==> src/rtl/lfsr_pkg.sv <==
// Shared definitions for the LFSR random-number block.
// Holds the draw FSM state encoding and a lookup of maximal-length Fibonacci
// tap masks for state widths 3..32. In each mask, bit i set selects state[i].
package lfsr_pkg;

  localparam int unsigned MIN_WIDTH = 3;
  localparam int unsigned MAX_WIDTH = 32;

  typedef enum logic {
    IDLE = 1'b0,
    DRAW = 1'b1
  } fsm_e;

  // Maximal-length tap masks for shift-left Fibonacci (feedback into bit 0).
  function automatic logic [MAX_WIDTH-1:0] max_len_taps(input int unsigned width);
    logic [MAX_WIDTH-1:0] t;
    case (width)
      3:       t = 32'h0000_0006;
      4:       t = 32'h0000_000C;
      5:       t = 32'h0000_0014;
      6:       t = 32'h0000_0030;
      7:       t = 32'h0000_0060;
      8:       t = 32'h0000_00B8;
      9:       t = 32'h0000_0110;
      10:      t = 32'h0000_0240;
      11:      t = 32'h0000_0500;
      12:      t = 32'h0000_0829;
      13:      t = 32'h0000_100D;
      14:      t = 32'h0000_2015;
      15:      t = 32'h0000_6000;
      16:      t = 32'h0000_D008;
      17:      t = 32'h0001_2000;
      18:      t = 32'h0002_0400;
      19:      t = 32'h0004_0023;
      20:      t = 32'h0009_0000;
      21:      t = 32'h0014_0000;
      22:      t = 32'h0030_0000;
      23:      t = 32'h0042_0000;
      24:      t = 32'h00E1_0000;
      25:      t = 32'h0120_0000;
      26:      t = 32'h0200_0023;
      27:      t = 32'h0400_0013;
      28:      t = 32'h0900_0000;
      29:      t = 32'h1400_0000;
      30:      t = 32'h2000_0029;
      31:      t = 32'h4800_0000;
      32:      t = 32'h8020_0003;
      default: t = '0;
    endcase
    return t;
  endfunction

endpackage

==> src/rtl/lfsr_core.sv <==
// LFSR state register: Fibonacci advance, seed load and lockup recovery.
// Ports:
//   clk, rstn          clock, synchronous active-low reset (state -> SEED)
//   adv_i              advance one step this cycle
//   load_i, load_val_i load a new seed (zero is replaced by SEED); beats adv_i
//   state_o            current LFSR state
module lfsr_core
  import lfsr_pkg::*;
#(
  parameter int unsigned      WIDTH = 16,
  parameter logic [WIDTH-1:0] TAPS  = 16'hB400,
  parameter logic [WIDTH-1:0] SEED  = '1
) (
  input  logic             clk,
  input  logic             rstn,
  input  logic             adv_i,
  input  logic             load_i,
  input  logic [WIDTH-1:0] load_val_i,
  output logic [WIDTH-1:0] state_o
);

  logic [WIDTH-1:0] state_q;
  logic [WIDTH-1:0] state_d;

  // Next state: load first, then escape from the all-zero lockup, then advance.
  always_comb begin
    state_d = state_q;
    if (load_i) begin
      state_d = (load_val_i == '0) ? SEED : load_val_i;
    end else if (state_q == '0) begin
      state_d = SEED;
    end else if (adv_i) begin
      state_d = {state_q[WIDTH-2:0], ^(state_q & TAPS)};
    end
  end

  always_ff @(posedge clk) begin
    if (!rstn) begin
      state_q <= SEED;
    end else begin
      state_q <= state_d;
    end
  end

  assign state_o = state_q;

endmodule

==> src/rtl/lfsr_rng.sv <==
// Random draw engine: LFSR core plus a rejection-sampling FSM producing
// values uniformly-ish in 0..RANGE-1.
// Ports:
//   clk, rstn          clock, synchronous active-low reset
//   en                 free-run advance of the LFSR
//   seed_load, seed_in load seed_in into the LFSR (zero maps to SEED)
//   req, ready         draw request handshake; accepted on req & ready
//   valid, value       one-cycle result pulse; value holds between draws
//   state              raw LFSR state
module lfsr_rng
  import lfsr_pkg::*;
#(
  parameter int unsigned      WIDTH     = 16,
  parameter logic [WIDTH-1:0] TAPS      = 16'hB400,
  parameter logic [WIDTH-1:0] SEED      = '1,
  parameter longint unsigned  RANGE     = 4,
  parameter int unsigned      MAX_TRIES = 4,
  localparam int unsigned     OUT_W     = ($clog2(RANGE) > 1) ? $clog2(RANGE) : 1
) (
  input  logic             clk,
  input  logic             rstn,
  input  logic             en,
  input  logic             seed_load,
  input  logic [WIDTH-1:0] seed_in,
  input  logic             req,
  output logic             ready,
  output logic             valid,
  output logic [OUT_W-1:0] value,
  output logic [WIDTH-1:0] state
);

  localparam int unsigned TRY_W = $clog2(MAX_TRIES + 1);

  fsm_e             fsm_q, fsm_d;
  logic [TRY_W-1:0] tries_q, tries_d;
  logic             valid_q, valid_d;
  logic [OUT_W-1:0] value_q, value_d;
  logic             ready_q;
  logic [OUT_W-1:0] cand;
  logic             adv;

  assign adv  = en | (fsm_q == DRAW);
  assign cand = state[OUT_W-1:0];

  lfsr_core #(
    .WIDTH (WIDTH),
    .TAPS  (TAPS),
    .SEED  (SEED)
  ) u_core (
    .clk        (clk),
    .rstn       (rstn),
    .adv_i      (adv),
    .load_i     (seed_load),
    .load_val_i (seed_in),
    .state_o    (state)
  );

  // Draw FSM. tries_d counts the attempt being made this cycle, so the
  // MAX_TRIES-th rejected candidate is folded instead of retried.
  always_comb begin
    fsm_d   = fsm_q;
    tries_d = tries_q;
    valid_d = 1'b0;
    value_d = value_q;
    case (fsm_q)
      IDLE: begin
        if (req) begin
          fsm_d   = DRAW;
          tries_d = '0;
        end
      end
      DRAW: begin
        tries_d = tries_q + TRY_W'(1);
        if (64'(cand) < RANGE) begin
          value_d = cand;
          valid_d = 1'b1;
          fsm_d   = IDLE;
        end else if (tries_d == TRY_W'(MAX_TRIES)) begin
          // cand < 2^OUT_W < 2*RANGE, so one subtraction lands in range.
          value_d = cand - OUT_W'(RANGE);
          valid_d = 1'b1;
          fsm_d   = IDLE;
        end
      end
      default: fsm_d = IDLE;
    endcase
  end

  always_ff @(posedge clk) begin
    if (!rstn) begin
      fsm_q   <= IDLE;
      tries_q <= '0;
      valid_q <= 1'b0;
      value_q <= '0;
      ready_q <= 1'b1;
    end else begin
      fsm_q   <= fsm_d;
      tries_q <= tries_d;
      valid_q <= valid_d;
      value_q <= value_d;
      ready_q <= (fsm_d == IDLE);
    end
  end

  assign ready = ready_q;
  assign valid = valid_q;
  assign value = value_q;

endmodule

==> config.mk <==
export PLATFORM = sky130hd
export DESIGN_NAME = lfsr_rng
export DESIGN_NICKNAME = d
export VERILOG_FILES = /design/src/rtl/lfsr_pkg.sv /design/src/rtl/lfsr_core.sv /design/src/rtl/lfsr_rng.sv
export SDC_FILE = /design/constraint.sdc
export NUM_CORES = 1
export LEC_CHECK = 0
export BUFFER_PORTS_ARGS = -buffer_cell sky130_fd_sc_hd__buf_2
export CAP_MARGIN = 40
export CORE_ASPECT_RATIO = 0.7
export CORE_UTILIZATION = 50
export DETAILED_ROUTE_END_ITERATION = 8
export PLACE_DENSITY = 0.82
export SYNTH_ARGS = -nofsm -noshare
export SYNTH_HDL_FRONTEND = slang
export SYNTH_SLANG_ARGS = --single-unit
==> constraint.sdc <==
create_clock -name clk -period 2.45 [get_ports clk]
set_clock_uncertainty 0.1 [all_clocks]
set_input_delay 0.3675 -clock clk [delete_from_list [all_inputs] [get_ports clk]]
set_output_delay 0.3675 -clock clk [all_outputs]
set_load 0.03 [all_outputs]
==> results of run 1 <==
-- layout make-up --
class / instances / share of cell area, %
flip-flops and latches: 21 / 34.5
well taps: 22 / 2.26
repair buffers: 41 / 17.1
inverters: 4 / 1.23
clock buffers: 4 / 2.16
multi-input cells: 97 / 42.8
-- state kept, by name, indices dropped and copies added (netlist names) --
name / cells
u_core.state_o: 16
value: 2
fsm_q: 1
ready: 1
valid: 1
-- metal layers --
metal	vias to the layer above	share of wire, %	track usage, %
met5	-	0	0
met3	2	9.5	7.26
met1	502	46	34.5
met2	55	44	38.3
met4	0	0.39	3.75
li1	539	-	-
-- worst max path at each step --
stage                    endpoint  slack [ns]
3_5_place_dp   u_core.state_o[13]        0.60
3_3_place_gp   u_core.state_o[13]        0.74
2_1_floorplan   u_core.state_o[0]        0.67
4_1_cts        u_core.state_o[13]        0.55
5_1_grt        u_core.state_o[13]        0.37
6_report       u_core.state_o[13]        0.52
-- cell usage after synthesis, drive strengths merged (2+ instances only) --
| library cell | instances |
|---|---|
| a21oi | 3 |
| buf | 5 |
| clkbuf | 4 |
| dfxtp | 21 |
| inv | 4 |
| mux2i | 2 |
| nand2 | 17 |
| nand3 | 14 |
| nor2 | 27 |
| nor2b | 2 |
| nor3 | 2 |
| nor4 | 6 |
| o211ai | 2 |
| o22ai | 16 |
-- power by group through the flow --
| stage | Sequential (mW) | Combinational, mW | Clock (mW) |
|---|---|---|---|
| floorplan | 0.449 | 0.0855 | 0 |
| global placement | 0.400 | 0.194 | 0 |
| detailed placement | 0.402 | 0.196 | 0 |
| CTS | 0.394 | 0.197 | 0.170 |
| global route | 0.399 | 0.215 | 0.184 |
| finish | 0.395 | 0.198 | 0.168 |
-- logic make-up after synthesis --
family / after synthesis / synth area share (%)
xor gates and xnor gates: 1 / 2.24
adders and majority gates: 1 / 1.24
buffers and inverters: 13 / 6.58
AOI/OAI and AO/OA: 22 / 14.0
DFF: 21 / 41.7
and+or+nand+nor: 71 / 32.2
muxes: 2 / 1.99
-- critical path: stages, from the launching register on --
cell,delay (ns)
dfxtp_1,0.34
inv_1,0.08
ha_1,0.15
nor4b_1,0.25
and4_1,0.64
o22ai_1,0.15
o211ai_1,0.13
-- per-stage QoR --
stage	cell area [um^2]	hold WS (ns)	util (%)	worst slack, ns	cells
after global placement	1190	0.381	63.7	0.743	185
after CTS	1220	0.178	65.1	0.552	189
final	1220	0.180	65.1	0.524	189
after detailed placement	1190	0.388	63.7	0.601	185
after floorplan	1010	0.393	-	0.675	131
after global routing	1220	0.173	65.1	0.367	189
-- placed cells by master (no fill, tap or decap), drive strengths merged --
cell type / instances
nor3: 2
and4: 1
o211ai: 2
a21oi: 3
buf: 41
nor2: 27
o22ai: 16
ha: 1
xnor3: 1
nor4b: 1
inv: 4
nand3: 14
nor4: 6
nand2: 17
nor2b: 2
and2: 1
mux2i: 2
dfxtp: 21
clkbuf: 4
a41o: 1
==> metrics.cfg, run 1 <==
[die]
initial_core_util_pct=53.8
die_h_um=39.6
die_w_um=55.6
rows=13
core_area_um2=1870
io_pins=41
dieArea_um2=2200

[sta]
max_freq_ghz=0.519
final-setup-viol-count=0
max-slew-margin-rel_pct=59.5
finalMaxSlewViolations=0
finalCriticalPeriod_ns=1.93
report.final.hold_viol_count=0
worst_pin_slew_ns=0.608
rsz0062_at_grt=false
period_share_pct=78.6
setup_tns_ns=0

[synthesis]
yosys-top-cells-area=dfxtp_1 (42%), nor2_1 (10%), o22ai_1 (9.9%)
yosys.area.top_type_share_pct=41.7
ys.warnings.count=0
synth_largest_area_cell=dfxtp_1
synth_edf_count=0
yosysSeqAreaShare_pct=41.7
syn_area_um2=1010
synthArstFlopShare_pct=0
ys.flop_type=dfxtp_1
syn-num-nets=153
yosysUniqueCellTypes=24
synth_cells=131
ys_seq_elements=21
avgSynthCellArea_um2=7.69

[finish]
syn2layout_area_growth_pct=20.9
seqCellArea_um2=420
fin_nets=190
multi_input_area_um2=520
fill_cells=162
diodes=0
drive_gt1_share_pct=28.1

[clock_network]
cts_setup_buffers=0
cts.sinks=21
ctsHoldBuffers=0
clock_path_buffers=2
cts_tree=built
path_clk_slew_ns=0.11
cts.htree.levels=1
cts_buffers=3
clk_latency_ns=0.30
clockRootBuffer=clkbuf_4
cts_resized=0

[grt]
grt_usage_pct=24.7
grt_pass1_vias=857
grt_max_degree=33
antenna_found_initial=0
grt_overflow_total=0
grt_pass1_wl_um=4130

[drt]
drt-total-wl_um=2570
drt_iter0_drc=75
detail_route.first_pass.iterations=4
vias=1098
detail-route-antenna-nets=0
wl_per_cell_um=13.6
routed_via_density=5.81
drcViolationCount=0

[run_status]
status=completed

[pwr]
switchingPower_mw=0.254
ir_drop_mv=0.424
total_power_mw=0.761
pwr-share-comb_pct=26.0
clkPwrFrac_pct=22.1
p_per_area_nw_per_um2=625
power.leakage_nw=0.535
swShare_pct=33.4
p_seq_share_pct=51.9
p_int_mw=0.506

[place]
portBuffers=40
dp_hpwl_um=1840
gp_congestion=0.836

[critical_path]
critPathKind=flop to flop
worstPathArrival_ns=2.05
worstReg2RegStart=u_core.state_o[12]
end_kind=flop
r2r-end=u_core.state_o[13]
crit_fanout=18
reg2regPathDepth=6
crit_start=u_core.state_o[12]
cp-start-kind=flop
cp.required_ns=2.58
reg2reg_slack_ns=0.52

[flow_run]
maxCapViolations=0

[min_path]
min_from=req
min_to=fsm_q
hold_path.class=input port to flop
holdPathStages=3

Power figures use the tool's default switching activity.
==> run 2, diff against run 1 <==
CORE_UTILIZATION = 46   (was 50)
PLACE_DENSITY = 0.77   (was 0.82)
clock period = 2 ns   (was 2.45 ns; I/O delays follow)
==> metrics.cfg, run 2 (synthesized netlist as in run 1, its figures left out) <==
[clock_network]
clockRootBuffer=clkbuf_4
cts.htree.levels=1  ; unchanged
clk_latency_ns=0.30  ; about the same
path_clk_slew_ns=0.10  ; about the same
cts_buffers=3  ; unchanged
cts_resized=0  ; unchanged
cts_setup_buffers=0  ; unchanged
ctsHoldBuffers=0  ; unchanged
cts_tree=built
clock_path_buffers=2  ; unchanged
cts.sinks=21  ; unchanged

[pwr]
p_per_area_nw_per_um2=746  ; +19%
power.leakage_nw=0.550  ; +2.7%
swShare_pct=33.0  ; -0.48 points
pwr-share-comb_pct=26.6  ; +0.6 points
p_int_mw=0.622  ; +23%
ir_drop_mv=0.358  ; -16%
p_seq_share_pct=52.2  ; +0.3 points
switchingPower_mw=0.306  ; +20%
clkPwrFrac_pct=21.2  ; -0.9 points

[sta]
max_freq_ghz=0.623  ; +20%
final-setup-viol-count=0  ; unchanged
worst_pin_slew_ns=0.320  ; -0.287 ns
whs_ns=0.139  ; -0.0414 ns
rsz0062_at_grt=false
period_share_pct=80.3  ; +1.7 points
finalCriticalPeriod_ns=1.61  ; -0.319 ns
report.final.hold_viol_count=0  ; unchanged
finalMaxSlewViolations=0  ; unchanged
setup_tns_ns=0  ; unchanged
max-slew-margin-rel_pct=78.4  ; +19 points

[drt]
drt_iter0_drc=73  ; -2.7%
vias=1142  ; +4.0%
drt-total-wl_um=2710  ; +5.3%
detail-route-antenna-nets=0  ; unchanged
wl_per_cell_um=14.2  ; +4.2%
detail_route.first_pass.iterations=7  ; +3
routed_via_density=5.98  ; +2.9%
drcViolationCount=2  ; +2

[critical_path]
cp-start-kind=flop
cp.required_ns=2.07  ; -0.51 ns
end_kind=flop
worstPathArrival_ns=1.68  ; -0.37 ns
crit_fanout=8  ; -10
critPathKind=flop to flop

[finish]
syn2layout_area_growth_pct=23.6
postLayoutCellArea_um2=1240  ; +2.3%
fin_nets=192  ; +1.1%
drive_gt1_share_pct=29.0  ; +0.85 points
final_cell_mix=buf_2 (40), nor2_1 (27), dfxtp_1 (21)
largest_reg_flops=16  ; unchanged
layout_commonest_cell=buf_2
diodes=0  ; unchanged

[place]
dp_hpwl_um=2000  ; +8.7%
gp_congestion=0.859  ; +2.7%
portBuffers=40  ; unchanged
dpl_cell_area_um2=1220  ; +2.3%

[die]
core_area_um2=1950  ; +4.3%
die_h_um=41.2  ; +4.0%
io_pins=41  ; unchanged
die_w_um=57.9  ; +4.1%
dieArea_um2=2380  ; +8.3%
initial_core_util_pct=51.6  ; -2.2 points
rows=13  ; unchanged

[grt]
antenna_found_initial=0  ; unchanged
grt_pass1_wl_um=4210  ; +1.8%
grt_overflow_total=0  ; unchanged
grt_pass1_vias=908  ; +6.0%
grt_max_degree=33  ; unchanged
grt_usage_pct=24.1  ; -0.57 points

[run_status]
status=complete, but fails checks
violations=design-rule violations

[flow_run]
maxCapViolations=0  ; unchanged

[min_path]
hold_path.class=input port to flop

==> run 2: power groups by stage <==
stage	clock, mW	combinational (mW)	sequential (mW)
final	0.197	0.247	0.484
after CTS	0.206	0.246	0.484
after global routing	0.223	0.267	0.490
after floorplan	0	0.105	0.550
after global placement	0	0.241	0.491
after detailed placement	0	0.245	0.493
==> run 2: per-stage QoR <==
| step | util [%] | std cells | power (mW) | setup WS [ns] |
|---|---|---|---|---|
| floorplan | - | 131 | 0.655 | 0.225 |
| global placement | 62.4 | 187 | 0.733 | 0.447 |
| detailed placement | 62.4 | 187 | 0.738 | 0.421 |
| CTS | 63.8 | 191 | 0.935 | 0.395 |
| global route | 63.8 | 191 | 0.980 | 0.265 |
| finish | 63.8 | 191 | 0.929 | 0.394 |
==> run 2: worst paths after layout <==
kind	startpoint	end	slack, ns	cells past startpoint
setup / recovery	u_core.state_o[12]	u_core.state_o[5]	0.39	7
hold / removal	req	fsm_q	0.14	3
setup reg to reg	u_core.state_o[12]	u_core.state_o[5]	0.39	7
hold reg to reg	u_core.state_o[12]	u_core.state_o[12]	0.41	2
==> run 2: routing by layer <==
layer,GRT usage [%],share of wire (%)
met1,33.5,45
met2,38.2,44
met3,6.31,9.3
met4,4.76,1.3
met5,0,0
==> run 2: layout make-up <==
cell class / count / area (um^2)
fillers: 184 / 707
multi-input cells: 97 / 520
flip-flops and latches: 21 / 420
repair buffers: 43 / 235
well taps: 22 / 27.5
clock buffers: 4 / 26.3
inverters: 4 / 15.0
==> run 2: critical path, stage by stage, from the launching register on <==
cell	delay [ns]
dfxtp_1	0.36
inv_1	0.08
ha_1	0.19
nor4b_1	0.13
and4_1	0.19
buf_4	0.16
o22ai_1	0.17
nand3_1	0.10
==> run 3, diff against run 2 <==
clock period = 1.6 ns   (was 2 ns; I/O delays follow)
==> metrics.cfg, run 3 (synthesized netlist as in run 1, its figures left out) <==
[run_status]
status=complete, but fails checks
violations=design-rule violations

[place]
portBuffers=40  ; unchanged
dp_slack_ns=0.0425  ; -0.379 ns
dp_hpwl_um=2050  ; +2.5%
gp_congestion=0.867  ; +0.94%
dp_cells=188  ; +0.53%
dpl_cell_area_um2=1230  ; +1.2%

[critical_path]
cp.required_ns=1.73  ; -0.34 ns
cp-start-kind=flop
crit_fanout=11  ; +3
worstReg2RegStart=u_core.state_o[10]
critPathKind=flop to flop
worstPathArrival_ns=1.73  ; +0.05 ns
reg2reg_slack_ns=0.002  ; -0.39 ns
r2r-end=u_core.state_o[12]
end_kind=flop
reg2regPathDepth=5  ; -2

[die]
die_w_um=57.9  ; unchanged
initial_core_util_pct=51.6  ; unchanged
die_h_um=41.2  ; unchanged
io_pins=41  ; unchanged
core_area_um2=1950  ; unchanged
dieArea_um2=2380  ; unchanged
rows=13  ; unchanged

[sta]
finalMaxSlewViolations=0  ; unchanged
max-slew-margin-rel_pct=74.6  ; -3.8 points
report.final.hold_viol_count=0  ; unchanged
max_freq_ghz=0.626  ; +0.53%
setup_ws_ns=0.00209  ; -0.392 ns
worst_pin_slew_ns=0.377  ; +0.0567 ns
period_share_pct=99.9  ; +20 points
setup_tns_ns=0  ; unchanged
whs_ns=0.0466  ; -0.0924 ns
final-setup-viol-count=0  ; unchanged
finalCriticalPeriod_ns=1.60  ; -0.00844 ns

[grt]
grt_overflow_total=0  ; unchanged
grt_pass1_wl_um=4150  ; -1.3%
grt_pass1_vias=885  ; -2.5%
antenna_found_initial=0  ; unchanged
grt_max_degree=33  ; unchanged
grt_usage_pct=24.8  ; +0.64 points

[min_path]
hold_path.class=input port to flop
holdPathStages=3  ; unchanged
min_to=fsm_q
min_from=req

[pwr]
p_per_area_nw_per_um2=902  ; +21%
ir_drop_mv=0.595  ; +66%
power.leakage_nw=0.580  ; +5.5%

[clock_network]
clockRootBuffer=clkbuf_4
path_clk_slew_ns=0.12  ; +0.02 ns
cts.htree.levels=1  ; unchanged
cts_tree=built
clk_latency_ns=0.31  ; about the same
cts_buffers=3  ; unchanged
cts_setup_buffers=0  ; unchanged
cts.sinks=21  ; unchanged
clock_path_buffers=2  ; unchanged

[finish]
layout_commonest_cell=buf_2
fill_cells=167  ; -9.2%
diodes=0  ; unchanged
postLayoutCellArea_um2=1330  ; +7.0%
final_cell_mix=buf_2 (40), nor2_1 (27), dfxtp_1 (19)
syn2layout_area_growth_pct=32.3
fin_nets=193  ; +0.52%
post_layout_nonfiller_instances=192  ; +0.52%
drive_gt1_share_pct=37.1  ; +8.1 points
largest_reg_flops=16  ; unchanged

[drt]
detail-route-antenna-nets=0  ; unchanged
detail_route.first_pass.iterations=6  ; -1
vias=1115  ; -2.4%
routed_via_density=5.81  ; -2.9%
drt_iter0_drc=58  ; -21%
drcViolationCount=3  ; +1
drt-total-wl_um=2930  ; +8.2%
wl_per_cell_um=15.3  ; +7.6%

[flow_run]
maxCapViolations=0  ; unchanged

## run 3: report_power, final
group          internal, mW  switching, mW  leakage [nW]  total, mW
clock network        0.0976          0.167        0.0150      0.264
registers             0.564         0.0481         0.174      0.612
logic                 0.128          0.198         0.390      0.325
total                 0.789          0.412         0.580       1.20
## run 3: layout make-up
| cell class | instances | area (um^2) | area share, % |
|---|---|---|---|
| multi-input combinational | 97 | 582 | 43.7 |
| sequential | 21 | 428 | 32.1 |
| clock buffer | 4 | 26.3 | 1.97 |
| timing repair buffer | 44 | 254 | 19.1 |
| inverter | 4 | 15.0 | 1.13 |
| tap | 22 | 27.5 | 2.07 |
## run 3: worst max path at each step
stage | start | endpoint | slack [ns] | depth (start not counted)
floorplan | u_core.state_o[13] | u_core.state_o[0] | 0.003 | 8
global placement | seed_in[11] | u_core.state_o[12] | 0.05 | 5
detailed placement | seed_in[11] | u_core.state_o[13] | 0.04 | 5
CTS | u_core.state_o[12] | u_core.state_o[3] | 0.05 | 7
global route | u_core.state_o[10] | u_core.state_o[12] | -0.07 | 5
finish | u_core.state_o[10] | u_core.state_o[12] | 0.002 | 5
## run 3: repair_timing
| action | in CTS | in global routing |
|---|---|---|
| setup endpoints to repair | 0 | 16 |
| endpoints found under the hold margin | 0 | 0 |
| hold buffers | 0 | 0 |
| gates resized for setup | 0 | 14 |
## run 3: critical path: stages (launching register included)
cell      delay [ns]
dfxtp_1         0.38
nor4_1          0.40
and4_4          0.32
buf_8           0.14
o22ai_1         0.07
o211ai_1        0.11
## run 3: metal layers
metal	wire length, um	share of wire (%)	vias to the layer above	GRT usage, %
met5	0	0	-	0
met1	1290	44	519	31.8
li1	-	-	537	-
met4	53	1.8	0	13.1
met3	211	7.2	6	6.62
met2	1380	47	53	39.1
## run 3: metrics by stage
stage               total power [mW]  util, %
floorplan                      0.819        -
global placement               0.917     63.2
detailed placement             0.926     63.2
CTS                             1.19     64.6
global route                    1.26     68.3
finish                          1.20     68.3
